<file path="config.mk">
export PLATFORM = sky130hd
export DESIGN_NAME = button_conditioner
export DESIGN_NICKNAME = d
export VERILOG_FILES = /design/src/rtl/button_conditioner.sv
export SDC_FILE = /design/constraint.sdc
export NUM_CORES = 1
export LEC_CHECK = 0
export CORE_MARGIN = 5
export CORE_UTILIZATION = 65
export CTS_BUF_LIST = sky130_fd_sc_hd__clkbuf_2
export DETAILED_ROUTE_END_ITERATION = 10
export PLACE_DENSITY = 0.85
export RECOVER_POWER = 100
export SLEW_MARGIN = 20
export SYNTH_ARGS = -nofsm -noshare
export SYNTH_HDL_FRONTEND = slang
export SYNTH_SLANG_ARGS = --single-unit
</file>
<file path="constraint.sdc">
create_clock -name clk_i -period 4.75 [get_ports clk_i]
set_input_delay 0.7125 -clock clk_i [delete_from_list [all_inputs] [get_ports clk_i]]
set_output_delay 0.7125 -clock clk_i [all_outputs]
set_load 0.02 [all_outputs]
</file>
<file path="src/rtl/button_conditioner.sv">
// button_conditioner: 2-FF synchroniser, debounce counter and press-pulse generator for one button.
// Define BUTTON_AUTO_REPEAT_EN to add the hold-to-repeat FSM (DELAY/REPEAT, cnt_rp, held_o).
module button_conditioner #(
  parameter int unsigned DEBOUNCE_CYCLES     = 1_000_000,
  parameter int unsigned REPEAT_DELAY_CYCLES = 50_000_000,
  parameter int unsigned REPEAT_RATE_CYCLES  = 20_000_000
) (
  input  logic clk_i,
  input  logic rst_i,
  input  logic button_i,
  output logic level_o,
  output logic pulse_o,
  output logic held_o
);

  localparam int unsigned DB_W = $clog2(DEBOUNCE_CYCLES);
  localparam logic [DB_W-1:0] DB_TC = DB_W'(DEBOUNCE_CYCLES - 1);

  if (DEBOUNCE_CYCLES < 2 || REPEAT_DELAY_CYCLES < 2 || REPEAT_RATE_CYCLES < 2) begin : g_param_check
    $error("button_conditioner: all cycle parameters must be >= 2");
  end

  logic            s1_q, s2_q;
  logic            level_q, level_d;
  logic [DB_W-1:0] cnt_db_q, cnt_db_d;
  logic            rise, fall;

  always_ff @(posedge clk_i or posedge rst_i) begin
    if (rst_i) begin
      s1_q     <= 1'b0;
      s2_q     <= 1'b0;
      level_q  <= 1'b0;
      cnt_db_q <= '0;
    end else begin
      s1_q     <= button_i;
      s2_q     <= s1_q;
      level_q  <= level_d;
      cnt_db_q <= cnt_db_d;
    end
  end

  // Any cycle where the synchronised input agrees with level_q restarts the count.
  always_comb begin
    level_d  = level_q;
    cnt_db_d = '0;
    if (s2_q != level_q) begin
      if (cnt_db_q == DB_TC) begin
        level_d = s2_q;
      end else begin
        cnt_db_d = cnt_db_q + 1'b1;
      end
    end
  end

  assign rise    = level_d & ~level_q;
  assign fall    = ~level_d & level_q;
  assign level_o = level_q;

`ifdef BUTTON_AUTO_REPEAT_EN
  localparam int unsigned RP_MAX = (REPEAT_DELAY_CYCLES > REPEAT_RATE_CYCLES) ?
                                   REPEAT_DELAY_CYCLES : REPEAT_RATE_CYCLES;
  localparam int unsigned RP_W = $clog2(RP_MAX);
  localparam logic [RP_W-1:0] DELAY_TC = RP_W'(REPEAT_DELAY_CYCLES - 1);
  localparam logic [RP_W-1:0] RATE_TC  = RP_W'(REPEAT_RATE_CYCLES - 1);

  typedef enum logic [1:0] {IDLE, DELAY, REPEAT} state_t;

  state_t          state_q, state_d;
  logic [RP_W-1:0] cnt_rp_q, cnt_rp_d;
  logic            tick;
  logic            pulse_q, pulse_d;
  logic            held_q, held_d;

  always_ff @(posedge clk_i or posedge rst_i) begin
    if (rst_i) begin
      state_q  <= IDLE;
      cnt_rp_q <= '0;
      pulse_q  <= 1'b0;
      held_q   <= 1'b0;
    end else begin
      state_q  <= state_d;
      cnt_rp_q <= cnt_rp_d;
      pulse_q  <= pulse_d;
      held_q   <= held_d;
    end
  end

  always_comb begin
    state_d  = state_q;
    cnt_rp_d = '0;
    tick     = 1'b0;
    case (state_q)
      IDLE: begin
        if (rise) state_d = DELAY;
      end
      DELAY: begin
        if (cnt_rp_q == DELAY_TC) begin
          tick    = 1'b1;
          state_d = REPEAT;
        end else begin
          cnt_rp_d = cnt_rp_q + 1'b1;
        end
      end
      REPEAT: begin
        if (cnt_rp_q == RATE_TC) begin
          tick = 1'b1;
        end else begin
          cnt_rp_d = cnt_rp_q + 1'b1;
        end
      end
      default: state_d = IDLE;
    endcase
    if (fall) begin
      state_d  = IDLE;
      cnt_rp_d = '0;
    end
  end

  // A release landing on a repeat tick suppresses that tick.
  always_comb begin
    pulse_d = rise | (tick & ~fall);
    held_d  = held_q;
    if (state_q == DELAY && tick) held_d = 1'b1;
    if (fall) held_d = 1'b0;
  end

  assign pulse_o = pulse_q;
  assign held_o  = held_q;
`else
  typedef enum logic {IDLE, PRESSED} state_t;

  state_t state_q, state_d;
  logic   pulse_q, pulse_d;

  always_ff @(posedge clk_i or posedge rst_i) begin
    if (rst_i) begin
      state_q <= IDLE;
      pulse_q <= 1'b0;
    end else begin
      state_q <= state_d;
      pulse_q <= pulse_d;
    end
  end

  always_comb begin
    state_d = state_q;
    if (state_q == IDLE && rise) state_d = PRESSED;
    if (fall) state_d = IDLE;
  end

  always_comb begin
    pulse_d = (state_q == IDLE) & rise;
  end

  assign pulse_o = pulse_q;
  assign held_o  = 1'b0;
`endif

endmodule

</file>
==> results of run 1 <==
## kinds of logic (layout without fill, tap and decap cells)
group / Yosys count / count (layout)
muxes: 1 / 1
AOI/OAI and AO/OA: 17 / 17
DFF: 25 / 25
buffers and inverters: 12 / 16
other: 1 / 1
xor gates and xnor gates: 12 / 12
and+or+nand+nor: 52 / 52
adders and majority gates: 1 / 1
## final cells by class
type	count	area (um2)
Clock buffer	4	20.0
Timing Repair Buffer	4	40.0
Inverter	8	30.0
Sequential cell	25	626
Fill cell	137	470
Tap cell	25	31.3
Multi-Input combinational cell	84	509
## cells in the final DEF (no fill, tap or decap), drive strengths merged, types with 4 or more instances in the layout
| master | Yosys | routed |
|---|---|---|
| inv | 8 | 8 |
| nor3 | 4 | 4 |
| or3 | 6 | 6 |
| nand3 | 6 | 6 |
| a21oi | 7 | 7 |
| nand2 | 6 | 6 |
| nor2 | 15 | 15 |
| xnor2 | 9 | 9 |
| dlygate4sd3 | 0 | 4 |
| clkbuf | 2 | 4 |
| dfrtp | 25 | 25 |
| o21ai | 7 | 7 |
## synth_stat cells (4+ instances only)
master,instances,area share
inv_1,8,0.025
dfrtp_1,25,0.53
or3_1,6,0.032
xnor2_1,9,0.066
a21oi_1,7,0.029
o21ai_0,6,0.025
nand2_1,6,0.019
nor3_1,4,0.017
nor2_1,15,0.047
nand3_1,5,0.021
## power breakdown
group / total [mW] / switching, mW / internal, mW
clock network: 0.0796 / 0.0573 / 0.0223
logic: 0.0127 / 0.00924 / 0.00346
registers: 0.219 / 0.00264 / 0.216
total: 0.311 / 0.0692 / 0.242
## state kept, by name (all words and copies together), names as in the netlist
name / flops
cnt_db_q: 20
pulse_o: 1
state_q: 1
level_o: 1
s1_q: 1
s2_q: 1
## stage by stage
step,hold slack (ns),area (um2),util,std cells
floorplan,0.331,1190,-,121
global placement,0.332,1240,0.718,146
detailed placement,0.368,1240,0.718,146
CTS,0.419,1260,0.730,150
global route,0.473,1260,0.728,150
finish,0.414,1260,0.728,150
## metal layers
layer,track usage,up-vias
met1,0.230,452
met4,0.0809,0
met3,0.0285,8
li1,-,425
met5,0,-
met2,0.302,25
## path summary, 6_finish.rpt
path	endpoint	depth (start not counted)	slack, ns	start
min in group asynchronous	state_q$_DFFE_PP0P_	2	0.99	rst_i
max	cnt_db_q[10]$_DFF_PP0_	4	1.80	cnt_db_q[10]$_DFF_PP0_
max reg2reg	cnt_db_q[10]$_DFF_PP0_	4	1.80	cnt_db_q[10]$_DFF_PP0_
min reg2reg	s2_q$_DFF_PP0_	0	0.41	s1_q$_DFF_PP0_
min	s2_q$_DFF_PP0_	0	0.41	s1_q$_DFF_PP0_
max in group asynchronous	cnt_db_q[16]$_DFF_PP0_	2	3.22	rst_i
==> flow_summary.toml, run 1 <==
[critical_path]
endpoint_kind = "flop"
cp.arrival_ns = 3.12
worst-path-buf-inv = 0
crit_family = "compound AO/OA/AOI/OAI gates"
cp_slowest_cell = "o21ai_0"
worst_setup_path_start_kind = "flop"
required_ns = 4.91
worstSetupPathType = "reg -> reg"
cp_max_fo = 19
slowest_delay_ns = 1.54
crit_chain = "nor4_1 > nand4_1 > o21ai_0 > nor2_1"

[timing]
tightest_slew_ns = 1.96
setup_slack_ns = 1.80
clock-skew-final_ns = 0.00613
fin_crit_sh = 0.621
grt_setup_unrepaired = "false"
finalSetupViolCount = 0
drv_slew = 20
min_period_ns = 2.95
hold_viol_final = 0
max_freq_mhz = 339
slew_headroom = -0.319
setup_tns_ns = 0

[logic_synthesis]
ys_async_sr_fraction = 1.00
synthAdderAreaFrac = 0.0105
synth_top_family_by_area = "simple AND/OR/NAND/NOR gates"
ys_seq_area_frac = 0.526
netlist_area_um2 = 1190
synth-xor-area-share = 0.0884
synthFlopType = "dfrtp_1"
ys_ff_latch = 25
avgSynthCellArea_um2 = 9.82
ys_types = 31
syn_inst = 121
synth-edff-count = 0
muxShareOfSynthArea = 0.00842
synth_nets = 125
synth_compound_area_frac = 0.0832
synthSimpleGateAreaFrac = 0.238
yosys_warnings = 0

[run]
drv_cap = 1

[run_status]
violations = "max-capacitance violations, max-slew violations"
status = "finished, violations left"

[layout]
synthToLayoutAreaGrowth_pct = 5.68
layout-drive-gt1-share = 0.0480
diodes = 0
layout.nets = 130

[clocking]
path_clk_slew_ns = 0.21
cts_tree = "yes"
clock_latency_ns = 0.32
cts_resized = 0
cts_root_buffer = "clkbuf_2"
cts_hold_buf = 0
post-cts-setup-buffers = 0
clock-sinks = 25
cts_made_buffers = 3
cts-htree-levels = 1
clockBufferDepth = 2

[global_route]
grt_pass1_vias = 868
grt_max_degree = 26
grt_usage = 0.181
grt_pass1_wl_um = 3710
grt_overflow = 0
grt_antenna_before_repair = 0

[routing]
first_pass_iters = 4
viasPerCell = 6.07
drc_errors = 0
dr_wl_met2_um = 1010
vias = 910
first_iter_violations = 17
antenna_left = 0
met1_length_um = 914
drt_wl_total_um = 2090
wl_met3_um = 102
wire_per_inst_um = 13.9
highest_layer = "met4"

[power_and_ir_drop]
p_per_area_nw_per_um2 = 248
power.leakage_nw = 0.509
totalPowerFinal_mw = 0.311
peakVddDrop_uv = 200

[floorplan]
die_area_um2 = 2780
die_w_um = 52.8
rows = 15
boundaryPins = 6
start_util = 0.688
coreArea_um2 = 1730
chipHeight_um = 52.8

[min_path]
hold_path_class = "reg -> reg"

[placement]
portBuffers = 4
gp_congestion = 0.819
dp_slack_ns = 2.72
dpl.hpwl_um = 1530
(Power assumes the default switching activity.)
==> inputs of run 2 (changes only) <==
- CORE_UTILIZATION: 65 -> 61
- PLACE_DENSITY: 0.85 -> 0.81
- clock period: 4.75 -> 2.8 ns (I/O delays scaled with it)
==> run 2 against run 1 <==
  * The flow now finishes without violations
  * Non-clock buffer count grew 1
  * Sequential share of layout area shrank 0.49 points
  * Global-route usage shrank 2.7 points
  * Largest cell class unchanged
  * Cell count grew 2.0%
  * Routed wire length shrank 9.7%
  * Clock power grew 72%
==> flow_summary.toml, run 2 (synthesis results as in run 1) <==
[clocking]
clock_latency_ns = 0.34
cts-htree-levels = 1
clockBufferDepth = 2
cts_root_buffer = "clkbuf_2"
cts_resized = 0
path_clk_slew_ns = 0.24
cts_hold_buf = 0
cts_made_buffers = 3
post-cts-setup-buffers = 0
cts_tree = "yes"
clock-sinks = 25

[routing]
viasPerCell = 5.56
drc_errors = 0
first_pass_iters = 4
first_iter_violations = 19
antenna_left = 0
wire_per_inst_um = 12.3
drt_wl_total_um = 1890
vias = 851

[global_route]
grt_antenna_before_repair = 0
grt_pass1_vias = 788
grt_pass1_wl_um = 3280
grt_usage = 0.154
grt_overflow = 0
grt_max_degree = 20

[timing]
grt_setup_unrepaired = "false"
hold_ws_ns = 0.388
slew_headroom = 0.492
max_freq_mhz = 491
clock-skew-final_ns = 0.0267
setup_tns_ns = 0
tightest_slew_ns = 0.762
drv_slew = 0
min_period_ns = 2.04
fin_crit_sh = 0.728
hold_viol_final = 0
finalSetupViolCount = 0

[critical_path]
required_ns = 3.06
cp.arrival_ns = 2.30
cp_max_fo = 7
endpoint_kind = "flop"
worst_setup_path_start_kind = "flop"
worstSetupPathType = "reg -> reg"

[layout]
layout-drive-gt1-share = 0.0556
fin_area_um2 = 1270
final_cell_mix = "25 x dfrtp_1, 15 x nor2_1, 9 x xnor2_1"
fill_cells = 158
diodes = 0
regMostFlops = "cnt_db_q"
largest_reg_flops = 20
synthToLayoutAreaGrowth_pct = 6.74
final_common_cell = "dfrtp_1"
layout.nets = 131

[power_and_ir_drop]
totalPowerFinal_mw = 0.531
p_per_area_nw_per_um2 = 418
peakVddDrop_uv = 283
power.leakage_nw = 0.507

[floorplan]
boundaryPins = 6
rows = 16
die_w_um = 54.1
chipHeight_um = 54.1
coreArea_um2 = 1900
start_util = 0.625
die_area_um2 = 2930

[placement]
postPlaceCellArea_um2 = 1250
dpl.hpwl_um = 1420
gp_congestion = 0.821
portBuffers = 4

[run_status]
status = "finished clean"

[run]
drv_cap = 0

[min_path]
hold_path_class = "reg -> reg"
[run 2: power breakdown]
group	total [mW]	switching, mW	internal [mW]
Clock	0.137	0.104	0.0332
Sequential	0.371	0.00414	0.367
Combinational	0.0229	0.0165	0.00634
Total	0.531	0.124	0.406
[run 2: final timing paths]
| check | startpoint | to | slack (ns) | depth (start not counted) |
|---|---|---|---|---|
| worst max-delay path | cnt_db_q[0]$_DFF_PP0_ | cnt_db_q[14]$_DFF_PP0_ | 0.76 | 5 |
| worst min-delay path | s1_q$_DFF_PP0_ | s2_q$_DFF_PP0_ | 0.39 | 0 |
| worst max register to register | cnt_db_q[0]$_DFF_PP0_ | cnt_db_q[14]$_DFF_PP0_ | 0.76 | 5 |
| worst min register to register | s1_q$_DFF_PP0_ | s2_q$_DFF_PP0_ | 0.39 | 0 |
| max in group asynchronous | rst_i | cnt_db_q[10]$_DFF_PP0_ | 1.33 | 3 |
| min in group asynchronous | rst_i | pulse_o$_DFF_PP0_ | 0.49 | 2 |
[run 2: worst max-delay path, stage by stage, from the launching register on]
cell	delay, ns
dfrtp_1	0.44
ha_1	0.21
nand3_1	0.13
or4_1	0.64
or3_1	0.38
a21oi_1	0.15
[run 2: metrics by stage]
stage                     instances  setup WS (ns)  utilization
after global placement          149          0.860        0.657
after CTS                       153          0.754        0.669
final                           153          0.762        0.667
after detailed placement        149          0.818        0.657
after global routing            153          0.601        0.667
after floorplan                 121          0.927            -
[run 2: area by class of cell]
class	count	area, um2	area share
Inverter	8	30.0	0.0237
Multi-Input combinational cell	84	513	0.404
Sequential cell	25	626	0.493
Clock inverter	1	7.51	0.00592
Tap cell	27	33.8	0.0266
Timing Repair Buffer	5	43.8	0.0345
Clock buffer	3	15.0	0.0118
[run 2: routing by layer]
metal	global-route usage	vias to the layer above	share of wire
li1	-	429	-
met1	0.200	400	0.50
met2	0.261	18	0.46
met3	0.0249	4	0.024
met4	0.0498	0	0.010
met5	0	-	0
==> inputs of run 3 (changes only) <==
- clock period: 2.8 -> 1.95 ns (I/O delays scaled with it)
==> run 3 against run 2 <==
  * Clock-buffer cell count did not move
  * Total power rose by 47%
  * First-iteration DRC count fell by 26%
  * Cell count rose by 5.9%
  * Design area rose by 6.1%
  * Sequential share of layout area fell by 2.8 points
  * Register-to-register slack got worse by 0.67 ns
  * Setup slack got worse by 0.67 ns
  * Clock skew fell by 0.013 ns
  * Routed wire length rose by 22%
  * Critical path type unchanged
  * Critical endpoint is now cnt_db_q[19]$_DFF_PP0_
  * Largest cell class unchanged
  * Largest power group unchanged
  * Highest routed layer unchanged
==> flow_summary.toml, run 3 (synthesis results as in run 1) <==
[clocking]
clock-sinks = 25
cts_hold_buf = 0
cts-htree-levels = 1
path_clk_slew_ns = 0.25
cts_tree = "yes"
clock_latency_ns = 0.34
cts_root_buffer = "clkbuf_2"
cts_made_buffers = 3
clockBufferDepth = 2

[timing]
finalSetupViolCount = 0
setup_slack_ns = 0.0922
drv_slew = 0
min_period_ns = 1.86
clock-skew-final_ns = 0.0139
hold_viol_final = 0
setup_tns_ns = 0
max_freq_mhz = 538
tightest_slew_ns = 0.700
slew_headroom = 0.534
fin_crit_sh = 0.953
grt_setup_unrepaired = "true"

[routing]
wire_per_inst_um = 14.2
drc_errors = 0
first_pass_iters = 4
vias = 927
first_iter_violations = 14
antenna_left = 0
viasPerCell = 5.72
drt_wl_total_um = 2300

[placement]
gp_congestion = 0.853
dp.cells = 154
dpl.hpwl_um = 1620
dp_slack_ns = -0.0340
portBuffers = 4

[floorplan]
boundaryPins = 6
die_area_um2 = 2930
rows = 16
die_w_um = 54.1
coreArea_um2 = 1900
start_util = 0.625
chipHeight_um = 54.1

[layout]
final_cells = 162
fill_cells = 145
synthToLayoutAreaGrowth_pct = 13.3
layout-drive-gt1-share = 0.141
largest_reg_flops = 20
regMostFlops = "cnt_db_q"
final_common_cell = "dfrtp_1"
layout.nets = 140
diodes = 0
final_cell_mix = "25 x dfrtp_1, 15 x nor2_1, 9 x xnor2_1, 9 x buf_4, 8 x inv_1"

[min_path]
hold_path_class = "in -> async"

[power_and_ir_drop]
peakVddDrop_uv = 462
p_per_area_nw_per_um2 = 580
power.leakage_nw = 0.545
totalPowerFinal_mw = 0.781

[run]
drv_cap = 0

[global_route]
grt_antenna_before_repair = 0
grt_max_degree = 20
grt_usage = 0.180
grt_pass1_vias = 906
grt_pass1_wl_um = 3840
grt_overflow = 0

[critical_path]
cp_max_fo = 8
slowest_delay_ns = 0.48
endpoint_kind = "flop"
worst_setup_path_start_kind = "flop"
crit_top_cell = "buf_4"
worstSetupPathType = "reg -> reg"
rrSetupSlack_ns = 0.09
crit_chain = "buf_4 > buf_4 > nand4_1 > or4_4 > or4_1 > a21oi_1"
cp.arrival_ns = 2.14
cp_slowest_cell = "or4_4"
required_ns = 2.23

[run_status]
status = "finished clean"
==> run 3: cell types whose count changed in the layout (fill, tap and decap cells not counted), sizes merged <==
cell	previous run	this run
buf	0	9
clkdlybuf4s50	0	2
dlygate4sd3	4	2
==> run 3: final timing paths <==
check	depth (start not counted)	endpoint	start
hold / removal	2	pulse_o$_DFF_PP0_	rst_i
min in group clk_i	0	s2_q$_DFF_PP0_	s1_q$_DFF_PP0_
max in group asynchronous	3	cnt_db_q[8]$_DFF_PP0_	rst_i
hold reg to reg	0	s2_q$_DFF_PP0_	s1_q$_DFF_PP0_
setup / recovery	6	cnt_db_q[19]$_DFF_PP0_	cnt_db_q[1]$_DFF_PP0_
setup reg to reg	6	cnt_db_q[19]$_DFF_PP0_	cnt_db_q[1]$_DFF_PP0_
==> run 3: final cells by class <==
type | instances | area (um2) | share of cell area
flip-flops and latches | 25 | 626 | 0.465
multi-input cells | 84 | 523 | 0.388
well taps | 27 | 33.8 | 0.0251
clock buffers | 3 | 15.0 | 0.0112
inverters | 8 | 30.0 | 0.0223
clock inverters | 1 | 7.51 | 0.00558
repair buffers | 14 | 111 | 0.0827
==> run 3: what timing repair did <==
action | in CTS | in global routing
gates cloned | 0 | 0
endpoints found under the setup margin | 3 | 6
pin swaps | 0 | 1
buffers inserted | 2 | 2
resized for setup | 1 | 2
==> run 3: stage by stage <==
step / utilization / cell area (um2) / hold WS (ns)
2_1_floorplan: - / 1190 / 0.320
3_3_place_gp: 0.684 / 1300 / 0.334
3_5_place_dp: 0.684 / 1300 / 0.344
4_1_cts: 0.705 / 1340 / 0.260
5_1_grt: 0.708 / 1350 / 0.375
6_report: 0.708 / 1350 / 0.358
==> run 3: routing by layer <==
layer / wire, um / up-vias / global-route usage
li1: - / 445 / -
met1: 1090 / 454 / 0.237
met2: 1100 / 24 / 0.291
met3: 83 / 4 / 0.0277
met4: 27 / 0 / 0.0788
met5: 0 / - / 0
==> run 3: power breakdown <==
| part | leakage (nW) | switching (mW) | internal [mW] |
|---|---|---|---|
| Clock | 0.0126 | 0.156 | 0.0477 |
| Combinational | 0.191 | 0.0279 | 0.0175 |
| Sequential | 0.342 | 0.00524 | 0.527 |
| Total | 0.545 | 0.189 | 0.592 |
==> run 3: critical path, delay by kind of cell (launching register included) <==
family	cells	cell delay [ns]
AND/OR/NAND/NOR	3	1.02
flip-flops	1	0.42
buffers and inverters	2	0.21
AO/OA/AOI/OAI	1	0.15
==> patch 1 (settings of run 3) <==
Change the parameter `DEBOUNCE_CYCLES` from 1_000_000 to 500_000.
--- a/src/rtl/button_conditioner.sv
+++ b/src/rtl/button_conditioner.sv
@@ -1,7 +1,7 @@
 // button_conditioner: 2-FF synchroniser, debounce counter and press-pulse generator for one button.
 // Define BUTTON_AUTO_REPEAT_EN to add the hold-to-repeat FSM (DELAY/REPEAT, cnt_rp, held_o).
 module button_conditioner #(
-  parameter int unsigned DEBOUNCE_CYCLES     = 1_000_000,
+  parameter int unsigned DEBOUNCE_CYCLES     = 500_000,
   parameter int unsigned REPEAT_DELAY_CYCLES = 50_000_000,
   parameter int unsigned REPEAT_RATE_CYCLES  = 20_000_000
 ) (
Check against the original RTL: same outputs for any inputs over 10 cycles, from zero or initial values and one cycle with rst_i high; that may be too few to reach the edited logic, so the function may still have changed.
==> patch 1 against run 3 <==
Core utilization decreased by 3.3 points. Count of clock-buffer cells in the layout unchanged. Sequential cell count decreased by 1. Routed wire length decreased by 5.0%. Power decreased by 8.1%. Design area decreased by 1.7%. Worst setup slack improved by 0.10 ns. Area after synthesis increased by 6.2%. Critical endpoint is now cnt_db_q[3]$_DFF_PP0_.
==> patch 1: results (changes against run 3) <==
The depth of the worst register-to-register path is 5 (-1). The footprint of the multi-input gates is 604 um^2 (+16%). The count of cells resized by post-cts repair is 0 (-1). The met2 layer usage reported by global route was 26.2% (-2.9 points). The area share of fa/ha/maj cells after synthesis is 0.991% (-0.062 points).

The worst min-delay path class is reg2reg. The sequential cell count is 24 (-4.0%). The met1 routed wirelength after detailed routing came out at 1.01 mm (-7.0%). The first-pass GRT wire length is 3.72 mm (-3.1%). The fraction of layout cells with a size suffix above 1 came out at 13.1% (-0.96 points). The met2 wirelength from detailed routing was 1.09 mm (-0.55%). The met1 routing resource usage after global routing is 19.0% (-4.7 points). The number of distinct library cell variants in the gate-level netlist after synthesis came out at 32 (+3.2%). The commonest cells after synthesis are 24 x sky130_fd_sc_hd__dfrtp_1, 17 x sky130_fd_sc_hd__nor2_1, 13 x sky130_fd_sc_hd__xnor2_1, 7 x sky130_fd_sc_hd__inv_1, 6 x sky130_fd_sc_hd__nand3_1. The post-synthesis compound-gate area fraction came out at 5.35% (-3.0 points). The via density per instance came out at 5.69 (-0.54%).

The average cell area after synthesis is 10.9 um^2 (+11%). The largest net degree at the start of global routing is 25 (+25%). The power in sequential cells came to 0.512 mW (-3.8%).

The worst hold slack across all endpoints came to 0.374 ns (+0.0160 ns). The last weighted congestion value of the routability-driven placer is 0.828 (-2.9%). The achievable frequency is 570 MHz (+5.9%).

The flip-flop count of the largest register after layout came out at 19 (-5.0%). The count of placed standard cells including taps is 146 (-5.2%). The slowest library cell on the worst path is sky130_fd_sc_hd__dfrtp_1. The number of filler cells placed in the layout is 173 (+19%).

The arrival time at the worst endpoint is 1.96 ns (-0.18 ns). The net load switching power came to 0.161 mW (-15%). The detailed route wirelength on metal3 came out at 71 um (-14%). The critical path ends at cnt_db_q[3]$_DFF_PP0_.

The clock latency of the later-clocked register in the worst-skew pair is 0.32 ns (-0.02 ns). The routed wire length is 2.18 mm (-5.0%). The share of cell area taken by muxes after synthesis is 0% (-0.84 points). The relative area of clock buffers and inverters in the final design came to 1.13% (-0.54 points). The area overhead of the layout relative to synthesis came out at 4.86%. The static power due to leakage came out at 0.540 nW (-0.97%). The run finished with clean final reports.

The non-clock buffer count in the final layout is 5 (-9). The inverter count came out at 7 (-1). Sorting the synthesized cells by area gives the leading types as sky130_fd_sc_hd__dfrtp_1 48%, sky130_fd_sc_hd__xnor2_1 9.0%, sky130_fd_sc_hd__nor2_1 5.1%. The number of global-route vias before repair is 823 (-9.2%). The net count reported at finish is 128 (-8.6%).

The share of the yosys chip area belonging to registers was 47.6% (-5.1 points). The clock group power is 0.173 mW (-15%). The transition time at the pin with the least slew margin is 1.24 ns (+0.535 ns). The mapped cell area came out at 1260 um^2 (+6.2%). The post-DP HPWL came out at 1.64 mm (+1.2%).

The net count after synthesis was 120 (-4.0%). The worst-case vdd ir drop is 0.370 mV (-20%). The met3 capacity usage during global routing came out at 4.90% (+2.1 points). The total global-route track usage is 15.4% (-2.6 points).
patch 1: cell count changes in the layout (fill, tap and decap cells not counted), moves of 2 or more:
cell | run 3 | this run
sky130_fd_sc_hd__buf_4 | 9 | 0
sky130_fd_sc_hd__a21oi_1 | 7 | 1
sky130_fd_sc_hd__or3_1 | 6 | 0
sky130_fd_sc_hd__nor4_2 | 0 | 4
sky130_fd_sc_hd__xnor2_1 | 9 | 13
sky130_fd_sc_hd__and3_1 | 1 | 4
sky130_fd_sc_hd__nor2_1 | 15 | 18
sky130_fd_sc_hd__nand2_1 | 6 | 4
sky130_fd_sc_hd__nand3_1 | 5 | 7
sky130_fd_sc_hd__nor4_4 | 0 | 2
sky130_fd_sc_hd__nor4bb_1 | 2 | 0
sky130_fd_sc_hd__o21ai_0 | 6 | 4
sky130_fd_sc_hd__or4_4 | 2 | 0
==> patch 2 (settings of run 3) <==
Without the edit above. Register the input `button_i` before use, without a reset. The logic sees it one clock later.
--- a/src/rtl/button_conditioner.sv
+++ b/src/rtl/button_conditioner.sv
@@ -16,6 +16,12 @@
   localparam int unsigned DB_W = $clog2(DEBOUNCE_CYCLES);
   localparam logic [DB_W-1:0] DB_TC = DB_W'(DEBOUNCE_CYCLES - 1);
 
+  logic button_q;
+
+  always_ff @(posedge clk_i) begin
+    button_q <= button_i;
+  end
+
   if (DEBOUNCE_CYCLES < 2 || REPEAT_DELAY_CYCLES < 2 || REPEAT_RATE_CYCLES < 2) begin : g_param_check
     $error("button_conditioner: all cycle parameters must be >= 2");
   end
@@ -32,7 +38,7 @@
       level_q  <= 1'b0;
       cnt_db_q <= '0;
     end else begin
-      s1_q     <= button_i;
+      s1_q     <= button_q;
       s2_q     <= s1_q;
       level_q  <= level_d;
       cnt_db_q <= cnt_db_d;
Formal check against the unedited RTL: same outputs for any inputs over 10 cycles, from zero or initial values and one cycle with rst_i high; that may be too few to reach the edited logic, so the function may still have changed.
==> patch 2 against run 3 <==
Area after synthesis rose by 1.7%. Power increased by 20%. Largest power group unchanged. Clock skew is 0.00081 ns higher. Sequential power grew 4.5%. Routed wire length increased by 1.4%. First-iteration DRC count up 21%. Critical endpoint is now cnt_db_q[16]$_DFF_PP0_. Worst setup slack lost 0.0046 ns. Design area rose by 4.0%. Sequential cell count up 1. Hold slack worse by 0.047 ns. Clock power is 65% higher.
==> patch 2: results (changes against run 3) <==
In this run the critical register-to-register path is launched from cnt_db_q[6]$_DFF_PP0_. The worst setup skew after layout came out at 0.0147 ns (+0.000811 ns). The average wire per cell in the routed design was 14.4 um (+1.4%). The area share of fa/ha/maj cells after synthesis is 1.04% (-0.017 points).

The depth of the worst register-to-register path is 5 (-1). The first-pass GRT wire length is 4.13 mm (+7.7%). The share of cell area taken by muxes after synthesis came out at 0.828% (-0.014 points). The fraction of synthesized cell area in xor and xnor cells was 8.70% (-0.15 points). The post-synthesis compound-gate area fraction came to 8.18% (-0.14 points). The maximum cell stage delay along the critical path was 0.56 ns (+0.08 ns). The net count after synthesis came out at 126 (+0.80%). The static power due to leakage came out at 0.563 nW (+3.2%). The worst setup slack after placement came to -0.0145 ns (+0.0195 ns). The fraction of power spent switching nets came out at 20.8% (-3.4 points). The post-DP HPWL came out at 1.63 mm (+0.77%). The endpoint identified for the worst register-to-register timing path is cnt_db_q[16]$_DFF_PP0_. The cell count after synthesis came to 122 (+0.83%). The async set-or-reset flop fraction in the synthesized netlist came out at 96.2% (-3.8 points). The number of distinct library cell variants in the gate-level netlist after synthesis came out at 32 (+3.2%). The largest net degree at the start of global routing came out at 16 (-20%). The flow ran to the end, and the final reports show no timing, DRC or antenna violations. Yosys attributes the largest share of cell area to sky130_fd_sc_hd__dfrtp_1 52%, sky130_fd_sc_hd__xnor2_1 6.5%, sky130_fd_sc_hd__nor2_1 4.7%.

The total global-route track usage is 19.3% (+1.3 points). The worst-case vdd ir drop came out at 0.503 mV (+9.1%). The highest fanout seen on the critical path is 6 (-2). The share of the yosys chip area belonging to registers is 53.4% (+0.78 points). The number of global-route vias before repair came out at 947 (+4.5%). The fraction of layout cells with a size suffix above 1 is 14.8% (+0.74 points). The count of TritonRoute iterations in the first routing pass was 6 (+2).

The count of placed standard cells including taps was 156 (+1.3%).
## patch 2: cells by family after synthesis
| group | count (synthesis) |
|---|---|
| compound gates | 17 |
| xor+xnor | 12 |
| fa+ha+maj | 1 |
| buf+inv | 12 |
| flops | 26 |
| mux | 1 |
| other cells | 1 |
| simple gates | 52 |
## patch 2: cell type report
| cell class | instances | area [um^2] |
|---|---|---|
| Clock buffer | 3 | 15.0 |
| Timing Repair Buffer | 13 | 104 |
| Sequential cell | 26 | 646 |
| Tap cell | 27 | 33.8 |
| Inverter | 8 | 30.0 |
| Clock inverter | 1 | 30.0 |
| Fill cell | 146 | 522 |
| Multi-Input combinational cell | 84 | 542 |
## patch 2: metrics by stage
| step | hold WS [ns] | total power, mW | area [um^2] |
|---|---|---|---|
| global route | 0.319 | 0.973 | 1400 |
| detailed placement | 0.321 | 0.605 | 1330 |
| global placement | 0.318 | 0.603 | 1330 |
| floorplan | 0.316 | 0.588 | 1210 |
| finish | 0.311 | 0.938 | 1400 |
| CTS | 0.210 | 0.936 | 1380 |
## patch 2: metal layers
layer | global-route usage [%] | routed length (um) | vias up
li1 | - | - | 447
met1 | 24.0 | 1020 | 451
met2 | 33.9 | 1140 | 29
met3 | 2.45 | 109 | 8
met4 | 7.47 | 52 | 0
met5 | 0 | 0 | -
## patch 2: worst max-delay path by stage
stage | to | slack (ns) | cells after the start
finish | cnt_db_q[16]$_DFF_PP0_ | 0.09 | 5
floorplan | cnt_db_q[14]$_DFF_PP0_ | 0.08 | 6
global route | cnt_db_q[14]$_DFF_PP0_ | -0.008 | 5
global placement | cnt_db_q[14]$_DFF_PP0_ | 0.08 | 5
detailed placement | cnt_db_q[14]$_DFF_PP0_ | -0.01 | 5
CTS | cnt_db_q[14]$_DFF_PP0_ | 0.02 | 5
## patch 2: critical path: cells and delay by family, from the launching register on
| kind | cells | cell delay [ns] |
|---|---|---|
| and+or+nand+nor | 3 | 1.01 |
| AOI/OAI and AO/OA | 1 | 0.15 |
| DFF | 1 | 0.47 |
| buffers and inverters | 1 | 0.17 |
## patch 2: power by group through the flow
stage	Combinational [mW]	Sequential [mW]	Clock, mW
6_report	0.0457	0.556	0.336
5_1_grt	0.0537	0.558	0.361
4_1_cts	0.0445	0.554	0.338
3_5_place_dp	0.0414	0.564	0
3_3_place_gp	0.0399	0.563	0
2_1_floorplan	0.0254	0.562	0
## patch 2: timing repair
item                                    4_1_cts  5_1_grt
endpoints found under the setup margin        3        6
gates cloned                                  0        0
resized for setup                             1        5
pin swaps                                     0        1
setup buffers                                 1        1
